File: config.mk
export PLATFORM = sky130hd
export DESIGN_NAME = immgen_pipe
export DESIGN_NICKNAME = d
export VERILOG_FILES = /design/src/rtl/immgen_pipe.sv
export SDC_FILE = /design/constraint.sdc
export NUM_CORES = 1
export LEC_CHECK = 0
export ABC_AREA = 0
export BUFFER_PORTS_ARGS = -buffer_cell sky130_fd_sc_hd__buf_4
export CORE_ASPECT_RATIO = 0.6
export CORE_MARGIN = 1
export CORE_UTILIZATION = 33
export CTS_BUF_LIST = sky130_fd_sc_hd__clkbuf_16
export CTS_CLUSTER_SIZE = 8
export DETAILED_ROUTE_END_ITERATION = 8
export PLACE_DENSITY = 0.65
export SLEW_MARGIN = 20
export SYNTH_ARGS = -nofsm -noshare
export SYNTH_HDL_FRONTEND = slang
export SYNTH_SLANG_ARGS = --single-unit
File: constraint.sdc
create_clock -name i_clk -period 2.05 [get_ports i_clk]
set_input_delay 0.41 -clock i_clk [delete_from_list [all_inputs] [get_ports i_clk]]
set_output_delay 0.41 -clock i_clk [all_outputs]
set_load 0.02 [all_outputs]
File: src/rtl/immgen_pipe.sv
// Pipelined RISC-V immediate generator between decode and execute.
// Format decode feeds a two-entry valid/ready skid buffer with a sideband tag.
module immgen_pipe #(
    parameter int XLEN  = 32,
    parameter int TAG_W = 5
) (
    input  logic             i_clk,
    input  logic             i_rst_n,
    input  logic             i_flush,
    input  logic             i_valid,
    output logic             o_ready,
    input  logic [31:0]      i_instr,
    input  logic [2:0]       i_imm_sel,
    input  logic [TAG_W-1:0] i_tag,
    output logic             o_valid,
    input  logic             i_ready,
    output logic [XLEN-1:0]  o_imm,
    output logic [TAG_W-1:0] o_tag
);

    if (XLEN != 32 && XLEN != 64) begin : g_bad_xlen
        $error("immgen_pipe: XLEN must be 32 or 64");
    end

    localparam logic [2:0] SEL_NONE  = 3'b000;
    localparam logic [2:0] SEL_I     = 3'b001;
    localparam logic [2:0] SEL_S     = 3'b010;
    localparam logic [2:0] SEL_B     = 3'b011;
    localparam logic [2:0] SEL_U     = 3'b100;
    localparam logic [2:0] SEL_J     = 3'b101;
    localparam logic [2:0] SEL_Z     = 3'b110;
    localparam logic [2:0] SEL_SHAMT = 3'b111;

    typedef enum logic [1:0] {
        EMPTY,
        ONE,
        TWO
    } state_t;

    state_t state, state_nx;

    logic [XLEN-1:0]  imm_d;
    logic [XLEN-1:0]  main_imm, skid_imm;
    logic [TAG_W-1:0] main_tag, skid_tag;
    logic             in_fire, out_fire;
    logic             ld_main_in, ld_main_skid, ld_skid;
    logic             unused;

    assign unused = ^i_instr[6:0];

    always_comb begin
        imm_d = '0;
        unique case (i_imm_sel)
            SEL_NONE:  imm_d = '0;
            SEL_I:     imm_d = XLEN'($signed(i_instr[31:20]));
            SEL_S:     imm_d = XLEN'($signed({i_instr[31:25], i_instr[11:7]}));
            SEL_B:     imm_d = XLEN'($signed({i_instr[31], i_instr[7],
                                              i_instr[30:25], i_instr[11:8],
                                              1'b0}));
            SEL_U:     imm_d = XLEN'($signed({i_instr[31:12], 12'b0}));
            SEL_J:     imm_d = XLEN'($signed({i_instr[31], i_instr[19:12],
                                              i_instr[20], i_instr[30:21],
                                              1'b0}));
            SEL_Z:     imm_d = XLEN'(i_instr[19:15]);
            SEL_SHAMT: begin
                if (XLEN == 32) imm_d = XLEN'(i_instr[24:20]);
                else            imm_d = XLEN'(i_instr[25:20]);
            end
            default:   imm_d = '0;
        endcase
    end

    // Handshake flags come from registered state only: no comb ready path.
    assign o_valid  = (state != EMPTY);
    assign o_ready  = (state != TWO);
    assign in_fire  = i_valid & o_ready & ~i_flush;
    assign out_fire = o_valid & i_ready;

    always_comb begin
        state_nx     = state;
        ld_main_in   = 1'b0;
        ld_main_skid = 1'b0;
        ld_skid      = 1'b0;
        unique case (state)
            EMPTY: begin
                if (in_fire) begin
                    state_nx   = ONE;
                    ld_main_in = 1'b1;
                end
            end
            ONE: begin
                if (in_fire && out_fire) begin
                    ld_main_in = 1'b1;
                end else if (in_fire) begin
                    state_nx = TWO;
                    ld_skid  = 1'b1;
                end else if (out_fire) begin
                    state_nx = EMPTY;
                end
            end
            TWO: begin
                if (out_fire) begin
                    state_nx     = ONE;
                    ld_main_skid = 1'b1;
                end
            end
            default: state_nx = EMPTY;
        endcase
        if (i_flush) begin
            state_nx     = EMPTY;
            ld_main_skid = 1'b0;
        end
    end

    always_ff @(posedge i_clk or negedge i_rst_n) begin
        if (!i_rst_n) begin
            state    <= EMPTY;
            main_imm <= '0;
            main_tag <= '0;
            skid_imm <= '0;
            skid_tag <= '0;
        end else begin
            state <= state_nx;
            if (ld_main_in) begin
                main_imm <= imm_d;
                main_tag <= i_tag;
            end else if (ld_main_skid) begin
                main_imm <= skid_imm;
                main_tag <= skid_tag;
            end
            if (ld_skid) begin
                skid_imm <= imm_d;
                skid_tag <= i_tag;
            end
        end
    end

    assign o_imm = main_imm;
    assign o_tag = main_tag;

endmodule

==> results of run 1 <==
-- through the flow --
step           cells  setup WS [ns]  power (mW)  utilization
2_1_floorplan    348          0.558        2.47            -
3_3_place_gp     540          0.252        2.88        0.419
3_5_place_dp     540          0.232        2.92        0.419
4_1_cts          556          0.374        4.46        0.448
5_1_grt          556          0.337        4.67        0.448
6_report         556          0.389        4.43        0.448
-- cell type report --
cell class	count	area share
timing repair buffer	87	0.157
sequential	76	0.424
clock inverter	7	0.0134
clock buffer	9	0.0502
multi-input combinational	240	0.316
tap	135	0.0377
inverter	2	0.00167
-- power breakdown --
part	switching, mW	total (mW)	leakage [nW]	internal, mW
Combinational	0.512	0.932	0.962	0.420
Clock	0.611	1.54	0.148	0.927
Sequential	0.169	1.96	0.979	1.79
Total	1.29	4.43	2.09	3.14
-- cells by family after synthesis --
family          after synthesis  synth area share
simple gates                113             0.146
buf+inv                      32            0.0449
mux                           8            0.0250
flops                        76             0.550
compound gates              119             0.234
-- registers in the layout, indices dropped and copies added, names as in the netlist --
signal,count
skid_imm,32
o_tag,5
o_imm,32
skid_tag,5
state,2
-- per-layer routing --
metal	global-route usage	routed length [µm]	share of wire	up-vias
li1	-	-	-	1384
met1	0.245	4420	0.47	1442
met2	0.303	4370	0.46	74
met3	0.0624	609	0.065	6
met4	0.0506	45	0.0048	0
met5	0	0	0	-
-- worst max path at each step --
stage,slack (ns),from,endpoint,cells past startpoint
after floorplan,0.56,i_imm_sel[0],o_imm[12],5
after global placement,0.25,i_imm_sel[0],o_imm[30],6
after detailed placement,0.23,i_imm_sel[0],o_imm[30],6
after CTS,0.37,state[1],o_valid,2
after global routing,0.34,state[1],o_valid,2
final,0.39,state[1],o_valid,2
-- cell usage in the layout (no fill, tap or decap), types with 4 or more instances in the layout --
master	count
sky130_fd_sc_hd__a21oi_1	10
sky130_fd_sc_hd__a21oi_2	4
sky130_fd_sc_hd__a221o_1	10
sky130_fd_sc_hd__a221oi_1	4
sky130_fd_sc_hd__a22oi_1	23
sky130_fd_sc_hd__a31oi_1	9
sky130_fd_sc_hd__a32o_1	4
sky130_fd_sc_hd__and3_1	6
sky130_fd_sc_hd__buf_12	4
sky130_fd_sc_hd__buf_4	83
sky130_fd_sc_hd__clkbuf_16	9
sky130_fd_sc_hd__dfrtp_1	76
sky130_fd_sc_hd__inv_1	4
sky130_fd_sc_hd__mux2_2	5
sky130_fd_sc_hd__nand2_1	74
sky130_fd_sc_hd__nor2_1	11
sky130_fd_sc_hd__nor2b_1	7
sky130_fd_sc_hd__o211ai_1	7
sky130_fd_sc_hd__o21ai_0	35
sky130_fd_sc_hd__o21ai_1	5
-- critical path, stage by stage (launching register included) --
cell and delay [ns]:
sky130_fd_sc_hd__dfrtp_1 0.45, sky130_fd_sc_hd__or2_2 0.32, sky130_fd_sc_hd__buf_4 0.16
==> reports/metrics.cfg, run 1 <==
[status]
outcome = completed

[timing]
finalWorstPathRequiredPeriod_ns = 1.66
clock.fmax_ghz = 0.602
worst_slew_pin_slew_ns = 0.667
final.period_utilization = 0.810
report.final.hold_viol_count = 0
maxSlewHeadroom = 0.554
timing.final.setup_violations = 0
clock_skews_ns = 0.00679
final_max_slew_viol_count = 0
setup_repair_after_global_routing_missed_its_margin = false
fin_worst_hold_slack_ns = 0.0426
finalSetupTns_ns = 0

[final_layout]
syn2layout_area_growth_pct = 29.8
n_antenna_cell = 0
multiInputGateArea_um2 = 1420
drive_gt1_frac = 0.276
finalInstanceArea_um2 = 4490
fillCellCount = 986
seq_cell_area_um2 = 1900
finalNetCount = 461

[yosys]
synthDistinctLibCells = 39
synth.cell_area_um2 = 3460
syn_warnings = 0
synth-edff-count = 0
post_synthesis_area_per_instance_um2 = 9.93
syn_nets = 393
post_synth_main_area_contributors = sky130_fd_sc_hd__dfrtp_1, sky130_fd_sc_hd__nand2_1, sky130_fd_sc_hd__o21ai_0, sky130_fd_sc_hd__a22oi_1, sky130_fd_sc_hd__a221o_1
postSynthRegisterBits = 76
synthMostInstantiatedCell = sky130_fd_sc_hd__dfrtp_1
yosysTopAreaCell = sky130_fd_sc_hd__dfrtp_1
async_reset_ff_frac = 1.00
synthesis.instances = 348
fraction_of_the_yosys_area_taken_by_sequential_cells = 0.550
synthFlopType = sky130_fd_sc_hd__dfrtp_1
yosys.area.top_type_share = 0.550
post_synth_most_frequent_cells = sky130_fd_sc_hd__dfrtp_1, sky130_fd_sc_hd__nand2_1, sky130_fd_sc_hd__o21ai_0

[power]
power_density_nw_per_um2 = 987
leakagePower_nw = 2.09
irDropWorstVdd_mv = 0.438

[clocking]
cts_hold_repair.buffers = 0
htree_num_levels = 3
cts-root-to-sink-buffers = 2
cts-buffers-inserted = 9
cts_setup_buffers = 0
cts_repair_resize_count = 0
cts_tree = yes
clk_pin_slew_ns = 0.06
cts-root-buf = sky130_fd_sc_hd__clkbuf_16
cts.sink_count = 76
clock_insertion_delay_worst_skew_ns = 0.34

[placement]
detailedPlacementHpwl_um = 6400
placement.cell_area_um2 = 4200
gpl_wtd_cong = 0.782
port_buffers = 76

[detailed_routing]
final_antenna_net_count = 0
routed_wl_um = 9440
remaining_drc_errors = 0
via_count = 2906
viasPerCell = 5.23
number_of_drc_markers_after_the_initial_detailed_route_iteration = 178
post_drt_wl_per_cell_um = 17.0
detail_route.first_pass.iterations = 4

[die]
die_y_um = 81.3
io-pin-count = 84
placementRows = 28
floorplan.die_area_um2 = 10900
die-width_um = 134
initial_utilization = 0.345
core_region_area_um2 = 10000

[critical_path]
setup.worst_path.end_class = output port
reg2reg_to = o_imm[13]
regToRegSetupSlack_ns = 0.43
timing_worst_setup_path_type = reg -> out
critPathMaxFanout = 8
crit-reg2reg-launch = state[0]
timing.critical_path.from_type = flop
worstPathRequired_ns = 1.64
worst_ep_arrival_time_ns = 1.25
worst-r2r-cell-count = 5

[global_routing]
grt_pass1_vias = 2963
gr-total-overflow = 0
antenna_found_initial = 0
grt_pass1_wl_um = 15400
grt_util_all_layers = 0.188
largest_net_degree_at_the_start_of_global_routing = 64

[min_path]
worst_hold_path_type = in -> async

[flow_run]
cap_violations = 0

Power figures use the tool's default switching activity.
==> inputs of run 2 (changes only) <==
==> constraint.sdc (replaced) <==
create_clock -name i_clk -period 1.75 [get_ports i_clk]
set_input_delay 0.35 -clock i_clk [delete_from_list [all_inputs] [get_ports i_clk]]
set_output_delay 0.35 -clock i_clk [all_outputs]
set_load 0.02 [all_outputs]
==> run 2 against run 1 <==
Net effect:
- non-clock buffer count is 8 higher
- hold slack improved by 0.20 ns
- utilization is 1.0 points higher
- combinational power up 19%
- clock power rose by 27%
- final area rose by 2.3%
- critical path depth rose by 1
- register-to-register slack worse by 0.31 ns
- die area unchanged
==> reports/metrics.cfg, run 2 (synthesis results as in run 1) <==
[status]
outcome = completed

[timing]
worst_slew_pin_slew_ns = 0.559  ; -0.109 ns
finalWorstPathRequiredPeriod_ns = 1.70
setup_repair_after_global_routing_missed_its_margin = false
report.final.hold_viol_count = 0  ; unchanged
final_max_slew_viol_count = 0  ; unchanged
final.period_utilization = 0.970
timing.final.setup_violations = 0  ; unchanged
clock.fmax_ghz = 0.589
clock_skews_ns = 0.00530  ; -0.00148 ns
final_critical_path_setup_slack_ns = 0.0524  ; -0.336 ns
maxSlewHeadroom = 0.627  ; +0.0727
finalSetupTns_ns = 0  ; unchanged

[global_routing]
gr-total-overflow = 0  ; unchanged
largest_net_degree_at_the_start_of_global_routing = 46  ; -28%
grt_pass1_wl_um = 14900  ; -3.1%
grt_pass1_vias = 2921  ; -1.4%
grt_util_all_layers = 0.184  ; -0.00439
antenna_found_initial = 0  ; unchanged

[flow_run]
cap_violations = 0  ; unchanged

[die]
die-width_um = 134  ; unchanged
floorplan.die_area_um2 = 10900  ; unchanged
die_y_um = 81.3  ; unchanged
initial_utilization = 0.345  ; unchanged
io-pin-count = 84  ; unchanged
placementRows = 28  ; unchanged
core_region_area_um2 = 10000  ; unchanged

[clocking]
cts.sink_count = 76  ; unchanged
cts-root-to-sink-buffers = 2  ; unchanged
cts-root-buf = sky130_fd_sc_hd__clkbuf_16
clock_insertion_delay_worst_skew_ns = 0.34  ; about the same
htree_num_levels = 3  ; unchanged
cts_tree = yes
cts-buffers-inserted = 9  ; unchanged
cts_repair_resize_count = 0  ; unchanged
clk_pin_slew_ns = 0.06  ; about the same

[critical_path]
critPathMaxFanout = 5  ; -3
reg2reg_to = o_imm[24]
worst-r2r-cell-count = 5  ; unchanged
crit-reg2reg-launch = state[0]
setup.worst_path.end_class = output port
timing_worst_setup_path_type = reg -> out
worstPathRequired_ns = 1.40  ; -0.24 ns
regToRegSetupSlack_ns = 0.12  ; -0.31 ns
worst_ep_arrival_time_ns = 1.35  ; +0.10 ns
timing.critical_path.from_type = flop

[final_layout]
layout_commonest_cell = sky130_fd_sc_hd__buf_4
layoutNonFillerInstCount = 564  ; +1.4%
syn2layout_area_growth_pct = 32.8
n_antenna_cell = 0  ; unchanged
fillCellCount = 943  ; -4.4%
most_frequent_cells_in_the_layout = sky130_fd_sc_hd__buf_4, sky130_fd_sc_hd__dfrtp_1, sky130_fd_sc_hd__nand2_1
finalNetCount = 469  ; +1.7%
drive_gt1_frac = 0.289  ; +0.0135

[power]
irDropWorstVdd_mv = 0.477  ; +8.8%
power_density_nw_per_um2 = 1170  ; +18%
design_power_total_mw = 5.35  ; +21%
leakagePower_nw = 2.14  ; +2.4%

[detailed_routing]
number_of_drc_markers_after_the_initial_detailed_route_iteration = 184  ; +3.4%
via_count = 2938  ; +1.1%
detail_route.first_pass.iterations = 5  ; +1
routed_wl_um = 9350  ; -0.94%
final_antenna_net_count = 0  ; unchanged
viasPerCell = 5.21  ; -0.33%
remaining_drc_errors = 0  ; unchanged
post_drt_wl_per_cell_um = 16.6  ; -2.3%

[min_path]
timing.hold.worst_path_depth = 3
hold_start = i_tag[2]
whs_endpoint = o_tag[2]
worst_hold_path_type = in -> reg

[placement]
port_buffers = 76  ; unchanged
post-place-ws_ns = 0.0907  ; -0.141 ns
detailedPlacementHpwl_um = 6470  ; +1.1%
gpl_wtd_cong = 0.747  ; -4.5%
post-place-cells = 546  ; +1.1%

==> run 2: where the power goes <==
group          internal, mW  switching [mW]  total (mW)
sequential             2.09           0.194        2.29
clock                  1.24           0.710        1.95
combinational         0.508           0.602        1.11
total                  3.84            1.51        5.35
==> run 2: critical path: stages, from the launching register on <==
cell and delay [ns]:
sky130_fd_sc_hd__dfrtp_1 0.41, sky130_fd_sc_hd__buf_4 0.16, sky130_fd_sc_hd__or2_2 0.28, sky130_fd_sc_hd__buf_4 0.16
==> run 2: cell type report <==
type / instances / area (µm²) / area share
tap: 135 / 169 / 0.0368
clock buffer: 9 / 225 / 0.0491
inverter: 2 / 7.51 / 0.00164
clock inverter: 7 / 90.1 / 0.0196
timing repair buffer: 95 / 778 / 0.170
multi-input combinational: 240 / 1420 / 0.309
sequential: 76 / 1900 / 0.414
==> run 2: worst max-delay path by stage <==
stage | slack, ns | end | cells after the start | from
6_report | 0.05 | o_valid | 3 | state[1]
2_1_floorplan | 0.28 | o_imm[0] | 6 | state[0]
3_5_place_dp | 0.09 | o_imm[29] | 6 | i_imm_sel[2]
5_1_grt | 0.01 | o_valid | 3 | state[1]
4_1_cts | 0.04 | o_valid | 3 | state[1]
3_3_place_gp | 0.08 | o_imm[30] | 6 | i_imm_sel[2]
==> run 2: timing repair <==
action	in CTS	in global routing
setup buffers	0	1
endpoints found under the setup margin	0	1
hold endpoints to repair	18	0
hold buffers	1	0
==> run 2: stage by stage <==
step | utilization | hold slack, ns | instance area, µm²
2_1_floorplan | - | 0.0544 | 3460
3_3_place_gp | 0.425 | 0.249 | 4260
3_5_place_dp | 0.425 | 0.250 | 4260
4_1_cts | 0.457 | 0.227 | 4580
5_1_grt | 0.458 | 0.234 | 4590
6_report | 0.458 | 0.239 | 4590
==> run 2: routing by layer <==
metal  vias up  track usage  part of all wire
met5         -            0                 0
met2        88        0.285              0.45
li1       1410            -                 -
met3         8       0.0768             0.078
met4         0       0.0483            0.0084
met1      1432        0.237              0.47
